===== src/rtl/sap1_pkg.sv =====
// rtl/sap1_pkg.sv - shared bus width, status byte layout and helpers
package sap1_pkg;

    localparam int WORD_W         = 8;
    localparam int STAT_BLOCKED   = 7;
    localparam int STAT_UNDERFLOW = 6;
    localparam int STAT_FULL      = 5;
    localparam int STAT_EMPTY     = 4;
    localparam int STAT_COUNT_LSB = 0;
    localparam int STAT_COUNT_W   = 3;

    // Occupancy field is 3 bits wide, so deep FIFOs report at most 7.
    function automatic logic [STAT_COUNT_W-1:0] sat_count(input logic [4:0] count);
        return (count > 5'd7) ? 3'd7 : count[STAT_COUNT_W-1:0];
    endfunction

endpackage


===== src/rtl/sync_fifo.sv =====
// rtl/sync_fifo.sv - single-clock FIFO with zero-latency head read
module sync_fifo #(
    parameter int DEPTH = 4,
    parameter int WIDTH = 8,
    localparam int AW   = $clog2(DEPTH)
) (
    input  logic             clock,
    input  logic             reset,
    input  logic             push,
    input  logic             pop,
    input  logic [WIDTH-1:0] wr_data,
    output logic [WIDTH-1:0] rd_data,
    output logic [AW:0]      count,
    output logic             empty,
    output logic             full
);

    logic [WIDTH-1:0] mem [DEPTH];
    logic [AW-1:0]    wr_ptr;
    logic [AW-1:0]    rd_ptr;

    // Callers gate push with !full and pop with !empty.
    always_ff @(posedge clock) begin
        if (reset) begin
            wr_ptr <= '0;
            rd_ptr <= '0;
            count  <= '0;
        end else begin
            if (push) wr_ptr <= wr_ptr + 1'b1;
            if (pop)  rd_ptr <= rd_ptr + 1'b1;
            case ({push, pop})
                2'b10:   count <= count + 1'b1;
                2'b01:   count <= count - 1'b1;
                default: count <= count;
            endcase
        end
    end

    // Storage carries no reset; its contents are only visible while count > 0.
    always_ff @(posedge clock) begin
        if (push && !reset) mem[wr_ptr] <= wr_data;
    end

    assign rd_data = mem[rd_ptr];
    assign empty   = (count == '0);
    assign full    = (count == (AW+1)'(DEPTH));

endmodule


===== src/rtl/input_port.sv =====
// rtl/input_port.sv - producer-fed input FIFO driving the W-bus
module input_port
    import sap1_pkg::*;
#(
    parameter int DEPTH = 4,
    parameter int WIDTH = 8,
    localparam int AW   = $clog2(DEPTH)
) (
    input  logic             Clock,
    input  logic             Reset,
    input  logic [WIDTH-1:0] in_data,
    input  logic             in_valid,
    output logic             in_ready,
    input  logic             enable_output,
    input  logic             enable_status,
    output logic [WIDTH-1:0] data_bus_out,
    output logic             bus_drive,
    output logic             empty,
    output logic             full
);

    logic [WIDTH-1:0]  head;
    logic [AW:0]       count;
    logic              push;
    logic              pop;
    logic              status_rd;
    logic              blocked;
    logic              underflow;
    logic [WORD_W-1:0] status;

    assign in_ready  = !full;
    assign push      = in_valid && !full;
    assign pop       = enable_output && !empty;
    assign status_rd = enable_status && !enable_output;

    sync_fifo #(.DEPTH(DEPTH), .WIDTH(WIDTH)) u_fifo (
        .clock   (Clock),
        .reset   (Reset),
        .push    (push),
        .pop     (pop),
        .wr_data (in_data),
        .rd_data (head),
        .count   (count),
        .empty   (empty),
        .full    (full)
    );

    // Sticky flags: a status read clears them, but a same-cycle set wins.
    always_ff @(posedge Clock) begin
        if (Reset) begin
            blocked   <= 1'b0;
            underflow <= 1'b0;
        end else begin
            blocked   <= (in_valid && full)      || (blocked   && !status_rd);
            underflow <= (enable_output && empty) || (underflow && !status_rd);
        end
    end

    always_comb begin
        status                                   = '0;
        status[STAT_BLOCKED]                     = blocked;
        status[STAT_UNDERFLOW]                   = underflow;
        status[STAT_FULL]                        = full;
        status[STAT_EMPTY]                       = empty;
        status[STAT_COUNT_LSB +: STAT_COUNT_W]   = sat_count(5'(count));
    end

    // Bus mux drives zero when idle so it can be OR-ed with other sources.
    always_comb begin
        bus_drive    = 1'b0;
        data_bus_out = '0;
        if (enable_output) begin
            bus_drive    = 1'b1;
            data_bus_out = empty ? '0 : head;
        end else if (enable_status) begin
            bus_drive    = 1'b1;
            data_bus_out = status;
        end
    end

endmodule


===== config.mk =====
export PLATFORM = sky130hd
export DESIGN_NAME = input_port
export DESIGN_NICKNAME = d
export VERILOG_FILES = /design/src/rtl/sap1_pkg.sv /design/src/rtl/sync_fifo.sv /design/src/rtl/input_port.sv
export SDC_FILE = /design/constraint.sdc
export NUM_CORES = 1
export LEC_CHECK = 0
export CAP_MARGIN = 20
export CORE_MARGIN = 2
export CORE_UTILIZATION = 50
export CTS_BUF_LIST = sky130_fd_sc_hd__clkbuf_4 sky130_fd_sc_hd__clkbuf_8
export DETAILED_ROUTE_END_ITERATION = 8
export PLACE_DENSITY_LB_ADDON = 0.15
export SYNTH_ARGS = -nofsm -noshare
export SYNTH_HDL_FRONTEND = slang
export SYNTH_HIERARCHICAL = 1
export SYNTH_SLANG_ARGS = --single-unit

===== constraint.sdc =====
create_clock -name Clock -period 2.1 [get_ports Clock]
set_input_delay 0.63 -clock Clock [delete_from_list [all_inputs] [get_ports Clock]]
set_output_delay 0.63 -clock Clock [all_outputs]
set_load 0.01 [all_outputs]

# After elaboration in Yosys (flattened, before gate mapping)
# Memories as Yosys holds them, arrays and structs flattened. A register that Yosys moved wholly into a read port is not among the register bits.
# Index checks and enable logic that the tools add are counted.
[word_totals]
n_memories = 1
ram_bits = 32
regBits = 9
word_cells = 40
[op_classes]
n_mux = 10
addsub = 4
n_eq_ne = 3
n_reduce_logical = 17
[mem_list]
columns = ["memory", "depth", "width", "read_ports", "rd_ports_with_merged_regs", "wr", "line_no", "rtl"]
rows = [
  ["u_fifo.mem", 4, 8, 1, 1, 1, "sync_fifo.sv:18", "logic [WIDTH-1:0] mem [DEPTH];"],
]
[ops]
columns = ["operator", "n"]
rows = [
  ["two-way mux 8 bit", 3],
  ["logical AND 1 bit", 8],
  ["one-hot mux 3 bit (2 select lines)", 1],
  ["logical NOT 1 bit", 5],
  ["adder 2 x 1 -> 2 bit, second input constant", 2],
  ["two-way mux 1 bit", 4],
  ["two-way mux 2 bit", 2],
  ["adder 3 x 1 -> 3 bit, second input constant", 1],
  ["equality test 3 bit, second input constant", 1],
  ["logical NOT 3 bit", 1],
  ["subtractor 3 x 1 -> 3 bit, second input constant", 1],
  ["equality test 2 x 1 -> 1 bit, second input constant", 1],
  ["equality test 2 bit, second input constant", 1],
  ["logical OR 1 bit", 2],
  ["nonzero test 2 bit", 1],
]

# Longest topological paths before layout
# Gate-level depths: netlist of the first run.
[logic_depth]
word_depth = 6
mapped_depth = 10

# Hierarchy
# The synthesis of the first run kept the hierarchy.
[by_module_without_submodules]
columns = ["module", "n_inst", "seq_area_each_um2", "cells_per_inst", "area_per_inst_um2"]
rows = [
  ["sync_fifo", 1, 1141.1, 90, 1596.5],
  ["input_port", 1, 40.0, 25, 200.2],
]

# Least setup slack after synthesis of the first run
# No wires, ideal clock.
[synth_path]
path_type = "register to register"
start = "register u_fifo.count[2]"
end = "register u_fifo.count[2]"
synth_period_minus_slack_ps = 2144
arrival_ps = 2074
path_stages_with_launch = 10
slack_ps = -44
required_time_ps = 2030
n_path_buf = 1
path_cell_list = "dfxtp_1 nor3_1 nor2b_4 buf_6 ha_1 inv_1 fa_1 xor2_1 or3_1 a21oi_1"
[synth_via]
elab_chain_len = 5
elab_cells_between_ends = 12
classes_between = "add/sub (2); eq/ne (3); mux (1); reduce/logical (6)"
[synth_rtl]
columns = ["item", "line_no", "rtl"]
rows = [
  ["start: declaration", "sync_fifo.sv:13", "output logic [AW:0] count,"],
  ["start signal: assignment", "sync_fifo.sv:32", "2'b10: count <= count + 1'b1;"],
  ["start signal: assignment", "sync_fifo.sv:33", "2'b01: count <= count - 1'b1;"],
  ["start signal: assignment", "sync_fifo.sv:34", "default: count <= count;"],
  ["logical NOT 3 bit (*)", "sync_fifo.sv:45", "assign empty = (count == '0);"],
  ["net empty", "input_port.sv:18", "output logic empty,"],
  ["logical NOT 1 bit (*)", "input_port.sv:33", "assign pop = enable_output && !empty;"],
  ["logical AND 1 bit (*)", "input_port.sv:33", ""],
  ["net pop", "input_port.sv:25", "logic pop;"],
  ["equality test 2 x 1 -> 1 bit or equality test 2 bit (tied branches)", "sync_fifo.sv:31", "case ({push, pop})"],
  ["one-hot mux 3 bit (2 select lines) or nonzero test 2 bit (tied branches)", "n/a", ""],
]
# The timed path passes the listed nets; every way through them passes the cells marked *.
# A chain may end at the register's enable or synchronous reset.

==> results.sh, run 1 <==
export IMPL_firstDrtPassIters=4
export IMPL_grt_start_max_net_pins=14
export IMPL_dp_hpwl_mm=2.40
export IMPL_grt_usage_pct=19.7
export IMPL_p_leak_uw=0.000949
export IMPL_fin_nets=193
export IMPL_slew_viol_final=0
export IMPL_status="finished with violations"
export IMPL_cts_clk_slew_worst_paths_ps=120
export IMPL_worst_ep_required_time_ps=1470
export IMPL_path_buf_inv=2
export IMPL_synth_fa_ha_area_share_pct=4.60
export IMPL_worst_path_max_fanout=5
export IMPL_tightest_slew_ps=271
export IMPL_grt_pass1_vias=1196
export IMPL_relSlewSlack_pct=81.7
export IMPL_die_area_um2=4090
export IMPL_port_buffer_count=24
export IMPL_r2r_slack_ps=-90
export IMPL_grt_pass1_wl_mm=5.80
export IMPL_crit_cells=4
export IMPL_synthMuxAreaShare_pct=10.6
export IMPL_ys_types=27
export IMPL_drv_cap=0
export IMPL_ir_worst_vdd_v=0.000519
export IMPL_ys_seq_area_share_pct=65.7
export IMPL_min_period_over_period_pct=114
export IMPL_antenna_found_initial=0
export IMPL_synth_simple_area_share_pct=8.15
export IMPL_path_cells="buf_6, mux4_2, a22o_1, buf_2"
export IMPL_cts_root_buf="clkbuf_4"
export IMPL_min_path_cells=2
export IMPL_gp_congestion=0.733
export IMPL_finalSetupTns_ps=-2080
export IMPL_synth_area_per_cell_um2=15.6
export IMPL_placed_cells=203
export IMPL_clockBufferDepth=2
export IMPL_synthesis_instances=115
export IMPL_setup_violations=9
export IMPL_synth_compound_area_share_pct=4.94
export IMPL_h_tree_depth=2
export IMPL_vias_per_cell=5.14
export IMPL_hold_violations=0
export IMPL_diodes=0
export IMPL_power_density_nw_per_um2=1200
export IMPL_synth_xor_area_share_pct=2.44
export IMPL_drive_above_1_share_pct=43.4
export IMPL_critPathLaunchType="register"
export IMPL_whs_ps=510
export IMPL_synth_top_family_by_area="multiplexers"
export IMPL_fin_cells=221
export IMPL_fin_ws_ps=-297
export IMPL_synth_nets=134
export IMPL_final_setup_skew_ps=4.72
export IMPL_violations="negative setup slack"
export IMPL_syn_area_um2=1800
export IMPL_clk_latency_ps=350
export IMPL_ys_warn_count=6
export IMPL_io_pins=25
export IMPL_cts_tree="built"
export IMPL_areaGrowthSynthToFinish_pct=38.9
export IMPL_cp_top_family="multiplexers"
export IMPL_worstSetupPathType="register to primary output"
export IMPL_pre_cts_ws_ps=-696
export IMPL_routed_wl_mm=3.64
export IMPL_cp_arrival_ps=1770
export IMPL_vias=1136
export IMPL_fin_util_pct=73.6
export IMPL_initial_utilization_pct=53.0
export IMPL_drt_initial_drc_count=17
export IMPL_rr_worst_depth=11
export IMPL_row_count=21
export IMPL_die_x_um=63.9
export IMPL_wl_per_cell_um=16.5
export IMPL_antenna_left=0
export IMPL_max_stage_delay_ps=550
export IMPL_fp_dieH_um=63.9
export IMPL_coreArea_um2=3390
export IMPL_fin_crit_ps=2400
export IMPL_synth_seq_cells=43
export IMPL_rsz0062_at_grt="true"
export IMPL_numCtsBuffers=5
export IMPL_fmax_mhz=417
export IMPL_cts_sinks=43
export IMPL_min_path_type="register to register"
export IMPL_cp_slowest_cell="mux4_2"
export IMPL_drcViolationCount=0
export IMPL_grt_overflow=0
export IMPL_end_kind="primary output"
cells by family after synthesis:
group                      Yosys count
buffers and inverters               12
DFF                                 43
xor gates and xnor gates             5
and+or+nand+nor                     28
muxes                                9
AOI/OAI and AO/OA                   12
adders and majority gates            6
per-stage QoR:
step	total power, uW	area, um2
after floorplan	1660	1800
after CTS	2870	2440
after global routing	3150	2490
after detailed placement	2150	2300
final	2990	2490
after global placement	2120	2300
path summary, 6_finish.rpt:
path,startpoint,to
setup reg to reg,u_fifo/count[1],u_fifo/count[2]
hold / removal,blocked,blocked
hold reg to reg,blocked,blocked
setup / recovery,register,data_bus_out[7]
state kept, by name, summed over array words and instances (netlist names), named ones only:
signal,count
u_fifo/wr_ptr,2
u_fifo/mem,32
underflow,1
blocked,1
u_fifo/rd_ptr,2
u_fifo/count,3
placed cells by master, fill, tap and decap left out, drive strengths merged, types with 7 or more instances in the layout:
cell / instances
buf: 39
clkbuf: 9
clkdlybuf4s50: 10
dfxtp: 11
edfxtp: 32
inv: 7
mux4: 8
nor2: 9
worst reg2reg max path, cell delays in order, from the launching register on:
cell     delay [ps]
dfxtp_2         360
buf_6           100
nor3_4           40
buf_6           120
nor2b_4         160
buf_6           120
ha_4            120
inv_2            40
fa_2            370
xor2_2          190
or3_1           390
a21oi_1         130
cell type report:
cell class | count | area, um2
tap | 46 | 57.6
clock buffer | 6 | 45.0
sequential | 43 | 1190
inverter | 7 | 26.3
clock inverter | 2 | 60.1
multi-input combinational | 61 | 612
timing repair buffer | 56 | 508
fill | 227 | 895
cell usage after synthesis:
cell	n	area share [%]
edfxtp_1	32	53
dfxtp_1	11	12
nor2_1	9	1.9
mux4_2	8	10
inv_1	7	1.5
a22o_1	5	2.4
and2_1	5	1.7
ha_1	5	3.5
nand2_1	5	1.0
xor2_1	3	1.5
a21oi_1	2	0.56
buf_2	2	0.56
buf_6	2	1.3
nand2b_1	2	0.70
nor2b_1	2	0.70
o22ai_1	2	0.70
o2bb2ai_1	2	0.98
xnor2_1	2	0.98
and3_1	1	0.35
clkbuf_2	1	0.28
fa_1	1	1.1
mux2i_1	1	0.56
nor2b_4	1	0.77
nor3_1	1	0.28
o21ai_0	1	0.28
or2_2	1	0.35
or3_1	1	0.35
layer usage:
layer	share of wire [%]	track usage (%)	routed length (um)
met1	43	24.0	1580
met2	49	32.0	1770
met3	6.0	6.69	219
met4	2.1	8.15	75
met5	0	0	0
what timing repair did:
action                                  in CTS  in global routing
pin swaps                                    3                  7
resized for setup                           49                 20
hold buffers                                 0                  0
cloned                                       1                  0
endpoints found under the setup margin      14                 41
setup buffers                                9                  2
power by group:
group / switching (uW) / total (uW) / internal, uW
registers: 56.1 / 1080 / 1020
logic: 566 / 1270 / 703
clock network: 260 / 644 / 384
total: 882 / 2990 / 2110
(Power assumes the default switching activity.)
==> run 2, diff against run 1 <==
Settings changed: ABC_AREA set to 1, CORE_UTILIZATION 50 to 35.
==> results.sh, run 2 <==
export IMPL_worst_path_max_fanout=5
export IMPL_regArea_um2=1190
export IMPL_areaGrowthSynthToFinish_pct=41.0
export IMPL_synthTopCellsByCount="32 x edfxtp_1, 30 x nand2_1, 23 x nor2_1"
export IMPL_min_path_type="register to register"
export IMPL_synth_async_reset_ratio_pct=0
export IMPL_grt_overflow=0
export IMPL_routed_wl_mm=4.24
export IMPL_fmax_mhz=490
export IMPL_largest_reg_flops=32
export IMPL_final_cell_mix="34 x buf_4, 32 x edfxtp_1, 28 x nand2_1"
export IMPL_hold_violations=0
export IMPL_ys_flop_type="edfxtp_1"
export IMPL_initial_utilization_pct=36.2
export IMPL_firstDrtPassIters=4
export IMPL_coreArea_um2=5070
export IMPL_diodes=0
export IMPL_synth_nets=193
export IMPL_power_density_nw_per_um2=1030
export IMPL_grt_usage_pct=15.1
export IMPL_cts_root_buf="clkbuf_8"
export IMPL_worst_ep_required_time_ps=1470
export IMPL_h_tree_depth=2
export IMPL_dpl_cell_area_um2=2340
export IMPL_drt_initial_drc_count=97
export IMPL_numCtsBuffers=5
export IMPL_synth_area_per_cell_um2=10.6
export IMPL_ys_warn_count=6
export IMPL_cp_arrival_ps=1410
export IMPL_yosysMostFrequentCell="edfxtp_1"
export IMPL_ys_types=21
export IMPL_final_setup_skew_ps=4.52
export IMPL_synth_top_area_share_pct=52.3
export IMPL_antenna_found_initial=0
export IMPL_fin_crit_ps=2040
export IMPL_wl_per_cell_um=13.5
export IMPL_drcViolationCount=0
export IMPL_row_count=26
export IMPL_worstSetupPathType="register to primary output"
export IMPL_synthesis_instances=174
export IMPL_yosysTopAreaCell="edfxtp_1"
export IMPL_slew_viol_final=0
export IMPL_drive_above_1_share_pct=34.2
export IMPL_synth_seq_cells=43
export IMPL_grt_pass1_vias=1446
export IMPL_largest_register="u_fifo/mem"
export IMPL_clk_latency_ps=300
export IMPL_grt_start_max_net_pins=15
export IMPL_layout_commonest_cell="buf_4"
export IMPL_ir_worst_vdd_v=0.000454
export IMPL_clockBufferDepth=2
export IMPL_gp_congestion=0.729
export IMPL_synthTopCellsByArea="edfxtp_1 52%, dfxtp_1 12%, nand2_1 6.1%"
export IMPL_placed_cells=290
export IMPL_grt_pass1_wl_mm=6.75
export IMPL_vias_per_cell=4.63
export IMPL_fin_area_um2=2590
export IMPL_synth_edf_count=32
export IMPL_vias=1449
export IMPL_antenna_left=0
export IMPL_drv_cap=0
export IMPL_fin_nets=261
export IMPL_die_area_um2=5850
export IMPL_fin_cells=313
export IMPL_relSlewSlack_pct=84.3
export IMPL_min_period_over_period_pct=97.2
export IMPL_tightest_slew_ps=233
export IMPL_syn_area_um2=1840
export IMPL_ys_seq_area_share_pct=64.3
export IMPL_fp_dieH_um=76.5
export IMPL_io_pins=25
export IMPL_cts_sinks=43
export IMPL_finalSetupTns_ps=0
export IMPL_rsz0062_at_grt="true"
export IMPL_status="finished clean"
export IMPL_multi_input_area_um2=604
export IMPL_top_regs="u_fifo/mem x32, u_fifo/count x3"
export IMPL_setup_violations=0
export IMPL_critPathLaunchType="register"
export IMPL_end_kind="primary output"
export IMPL_cts_clk_slew_worst_paths_ps=80
export IMPL_dp_hpwl_mm=3.02
export IMPL_cts_tree="built"
export IMPL_p_leak_uw=0.00109
export IMPL_port_buffer_count=24
export IMPL_fill_cells=492
export IMPL_die_x_um=76.5
## run 2: final cells by class
cell class                 count  share of cell area, %
sequential                    43                   46.0
multi-input combinational    106                   23.3
timing repair buffer          63                   20.4
inverter                      23                   3.43
tap                           70                   3.38
clock buffer                   6                   2.95
clock inverter                 2                  0.531
## run 2: repair_timing
| item | in CTS | in global routing |
|---|---|---|
| pin swaps | 2 | 7 |
| buffers inserted | 13 | 1 |
| cloned | 0 | 1 |
| hold buffers | 0 | 0 |
| setup endpoints to repair | 14 | 12 |
| hold endpoints to repair | 0 | 0 |
| gates resized for setup | 51 | 22 |
## run 2: power by group
part	switching, uW	internal, uW	total (uW)
combinational	525	532	1060
sequential	74.6	1010	1090
clock	274	247	521
## run 2: metal layers
layer / vias to the layer above / global-route usage [%] / wire, um
met2: 29 / 26.8 / 2220
met4: 0 / 5.45 / 49
li1: 723 / - / -
met5: - / 0 / 0
met3: 6 / 4.15 / 160
met1: 691 / 17.3 / 1810
## run 2: critical path: stages (launching register included)
cell and delay [ps]:
dfxtp_4 370, inv_4 90, buf_12 120, o21ai_0 70, o22ai_1 190, nand2_1 90, nand2_1 70, buf_2 120
## run 2: path summary, 6_finish.rpt
check	startpoint	slack, ps	cells past startpoint	to
worst min-delay path	u_fifo/rd_ptr[1]	460	1	register
worst max-delay path	register	60	7	data_bus_out[4]
worst max register to register	u_fifo/count[1]	90	15	u_fifo/count[2]
worst min register to register	u_fifo/rd_ptr[1]	460	1	register
## run 2: cell families (layout without fill, tap and decap cells)
kind of cell | after synthesis | in the layout | share of synthesized area, %
simple gates | 64 | 64 | 14.6
buf+inv | 25 | 94 | 5.92
fa+ha+maj | 6 | 6 | 4.49
flops | 43 | 43 | 64.3
compound gates | 36 | 36 | 10.8
## run 2: per-stage QoR
| stage | total power [uW] | util, % | hold slack [ps] | setup WS, ps |
|---|---|---|---|---|
| after floorplan | 1530 | - | 412 | 12.8 |
| after global placement | 1960 | 46.0 | 426 | -590 |
| after detailed placement | 1990 | 46.0 | 444 | -632 |
| after CTS | 2560 | 49.4 | 457 | 3.59 |
| after global routing | 2830 | 51.1 | 480 | -31.9 |
| final | 2670 | 51.1 | 456 | 57.9 |
==> run 3, diff against run 2 <==
Settings changed: CORE_UTILIZATION 35 to 30, GPL_ROUTABILITY_DRIVEN set to 0.
==> results.sh, run 3 (synthesis results as in run 2) <==
export IMPL_relSlewSlack_pct=83.3
export IMPL_regArea_um2=1190
export IMPL_worstSetupPathType="register to primary output"
export IMPL_largest_reg_flops=32
export IMPL_power_density_nw_per_um2=1030
export IMPL_path_cells="inv_2, buf_4, o21ai_0, o22ai_2, nand2_1, nand2_1, buf_2"
export IMPL_firstDrtPassIters=4
export IMPL_final_setup_skew_ps=11.2
export IMPL_status="finished clean"
export IMPL_min_path_type="register to register"
export IMPL_row_count=28
export IMPL_r2r_slack_ps=110
export IMPL_end_kind="primary output"
export IMPL_cts_root_buf="clkbuf_8"
export IMPL_multi_input_area_um2=638
export IMPL_largest_register="u_fifo/mem"
export IMPL_vias=1438
export IMPL_cp_slowest_cell="dfxtp_4"
export IMPL_numCtsBuffers=5
export IMPL_placed_cells=298
export IMPL_setup_violations=0
export IMPL_fill_cells=579
export IMPL_cts_tree="built"
export IMPL_final_cell_mix="38 x buf_4, 32 x edfxtp_1, 24 x nand2_1"
export IMPL_hold_buffers=0
export IMPL_r2r_start="u_fifo/count[2]"
export IMPL_routed_wl_mm=4.18
export IMPL_die_area_um2=6770
export IMPL_clk_latency_ps=300
export IMPL_drive_above_1_share_pct=36.9
export IMPL_finalSetupTns_ps=0
export IMPL_cts_clk_slew_worst_paths_ps=80
export IMPL_fmax_mhz=476
export IMPL_fin_util_pct=45.1
export IMPL_fin_cells=324
export IMPL_grt_usage_pct=13.1
export IMPL_p_leak_uw=0.00112
export IMPL_ir_worst_vdd_v=0.000391
export IMPL_cts_sinks=43
export IMPL_slew_viol_final=0
export IMPL_port_buffer_count=24
export IMPL_wl_per_cell_um=12.9
export IMPL_critPathLaunchType="register"
export IMPL_antenna_left=0
export IMPL_hold_violations=0
export IMPL_grt_start_max_net_pins=15
export IMPL_max_stage_delay_ps=370
export IMPL_tightest_slew_ps=248
export IMPL_finalPower_uw=2750
export IMPL_antenna_found_initial=0
export IMPL_initial_utilization_pct=31.0
export IMPL_layout_commonest_cell="buf_4"
export IMPL_grt_overflow=0
export IMPL_clockBufferDepth=2
export IMPL_die_x_um=82.3
export IMPL_rsz0062_at_grt="true"
export IMPL_coreArea_um2=5920
export IMPL_dp_hpwl_mm=2.88
export IMPL_drt_initial_drc_count=81
export IMPL_cp_arrival_ps=1470
export IMPL_worst_ep_required_time_ps=1470
export IMPL_hp_start="u_fifo/rd_ptr[1]"
export IMPL_min_period_over_period_pct=100
export IMPL_h_tree_depth=2
export IMPL_fin_nets=267
export IMPL_grt_pass1_vias=1351
export IMPL_fp_dieH_um=82.3
export IMPL_crit_path_frequent_cell="nand2_1"
export IMPL_diodes=0
export IMPL_vias_per_cell=4.44
export IMPL_worst_path_max_fanout=6
export IMPL_grt_pass1_wl_mm=6.41
export IMPL_fin_crit_ps=2100
export IMPL_path_buf_inv=3
export IMPL_top_regs="u_fifo/mem x32, u_fifo/count x3"
export IMPL_io_pins=25
export IMPL_areaGrowthSynthToFinish_pct=45.1
export IMPL_drcViolationCount=0
export IMPL_drv_cap=0
export IMPL_cp_top_family="flip-flops"
run 3: what timing repair did:
item                                    in CTS  in global routing
resized for setup                           54                 28
pin swaps                                    4                  9
buffers inserted                            16                  4
endpoints found under the setup margin      13                  9
run 3: per-layer routing:
| metal | GRT usage, % | wire length, um |
|---|---|---|
| met2 | 21.0 | 2040 |
| met1 | 16.9 | 1930 |
| met3 | 2.93 | 158 |
| met5 | 0 | 0 |
| met4 | 6.00 | 56 |
run 3: power by group:
part	internal (uW)	switching [uW]	leakage [uW]	total (uW)
clock	232	290	0.0000418	522
combinational	591	577	0.000696	1170
sequential	1010	48.2	0.000383	1060
run 3: final timing paths:
path | to | depth (start not counted)
worst max-delay path | data_bus_out[0] | 7
worst min-delay path | register | 1
worst max register to register | u_fifo/count[2] | 14
worst min register to register | register | 1
run 3: layout make-up:
cell class / count / share of cell area [%]
Sequential cell: 43 / 44.6
Inverter: 23 / 3.24
Timing Repair Buffer: 69 / 21.4
Tap cell: 75 / 3.52
Multi-Input combinational cell: 106 / 23.9
Clock buffer: 5 / 2.58
Clock inverter: 3 / 0.750
run 3: through the flow:
stage	hold WS (ps)	area [um2]	worst slack [ps]
2_1_floorplan	412	1840	12.8
3_3_place_gp	429	2360	-581
3_5_place_dp	436	2360	-595
4_1_cts	440	2570	-45.2
5_1_grt	489	2670	-74.9
6_report	439	2670	0.659
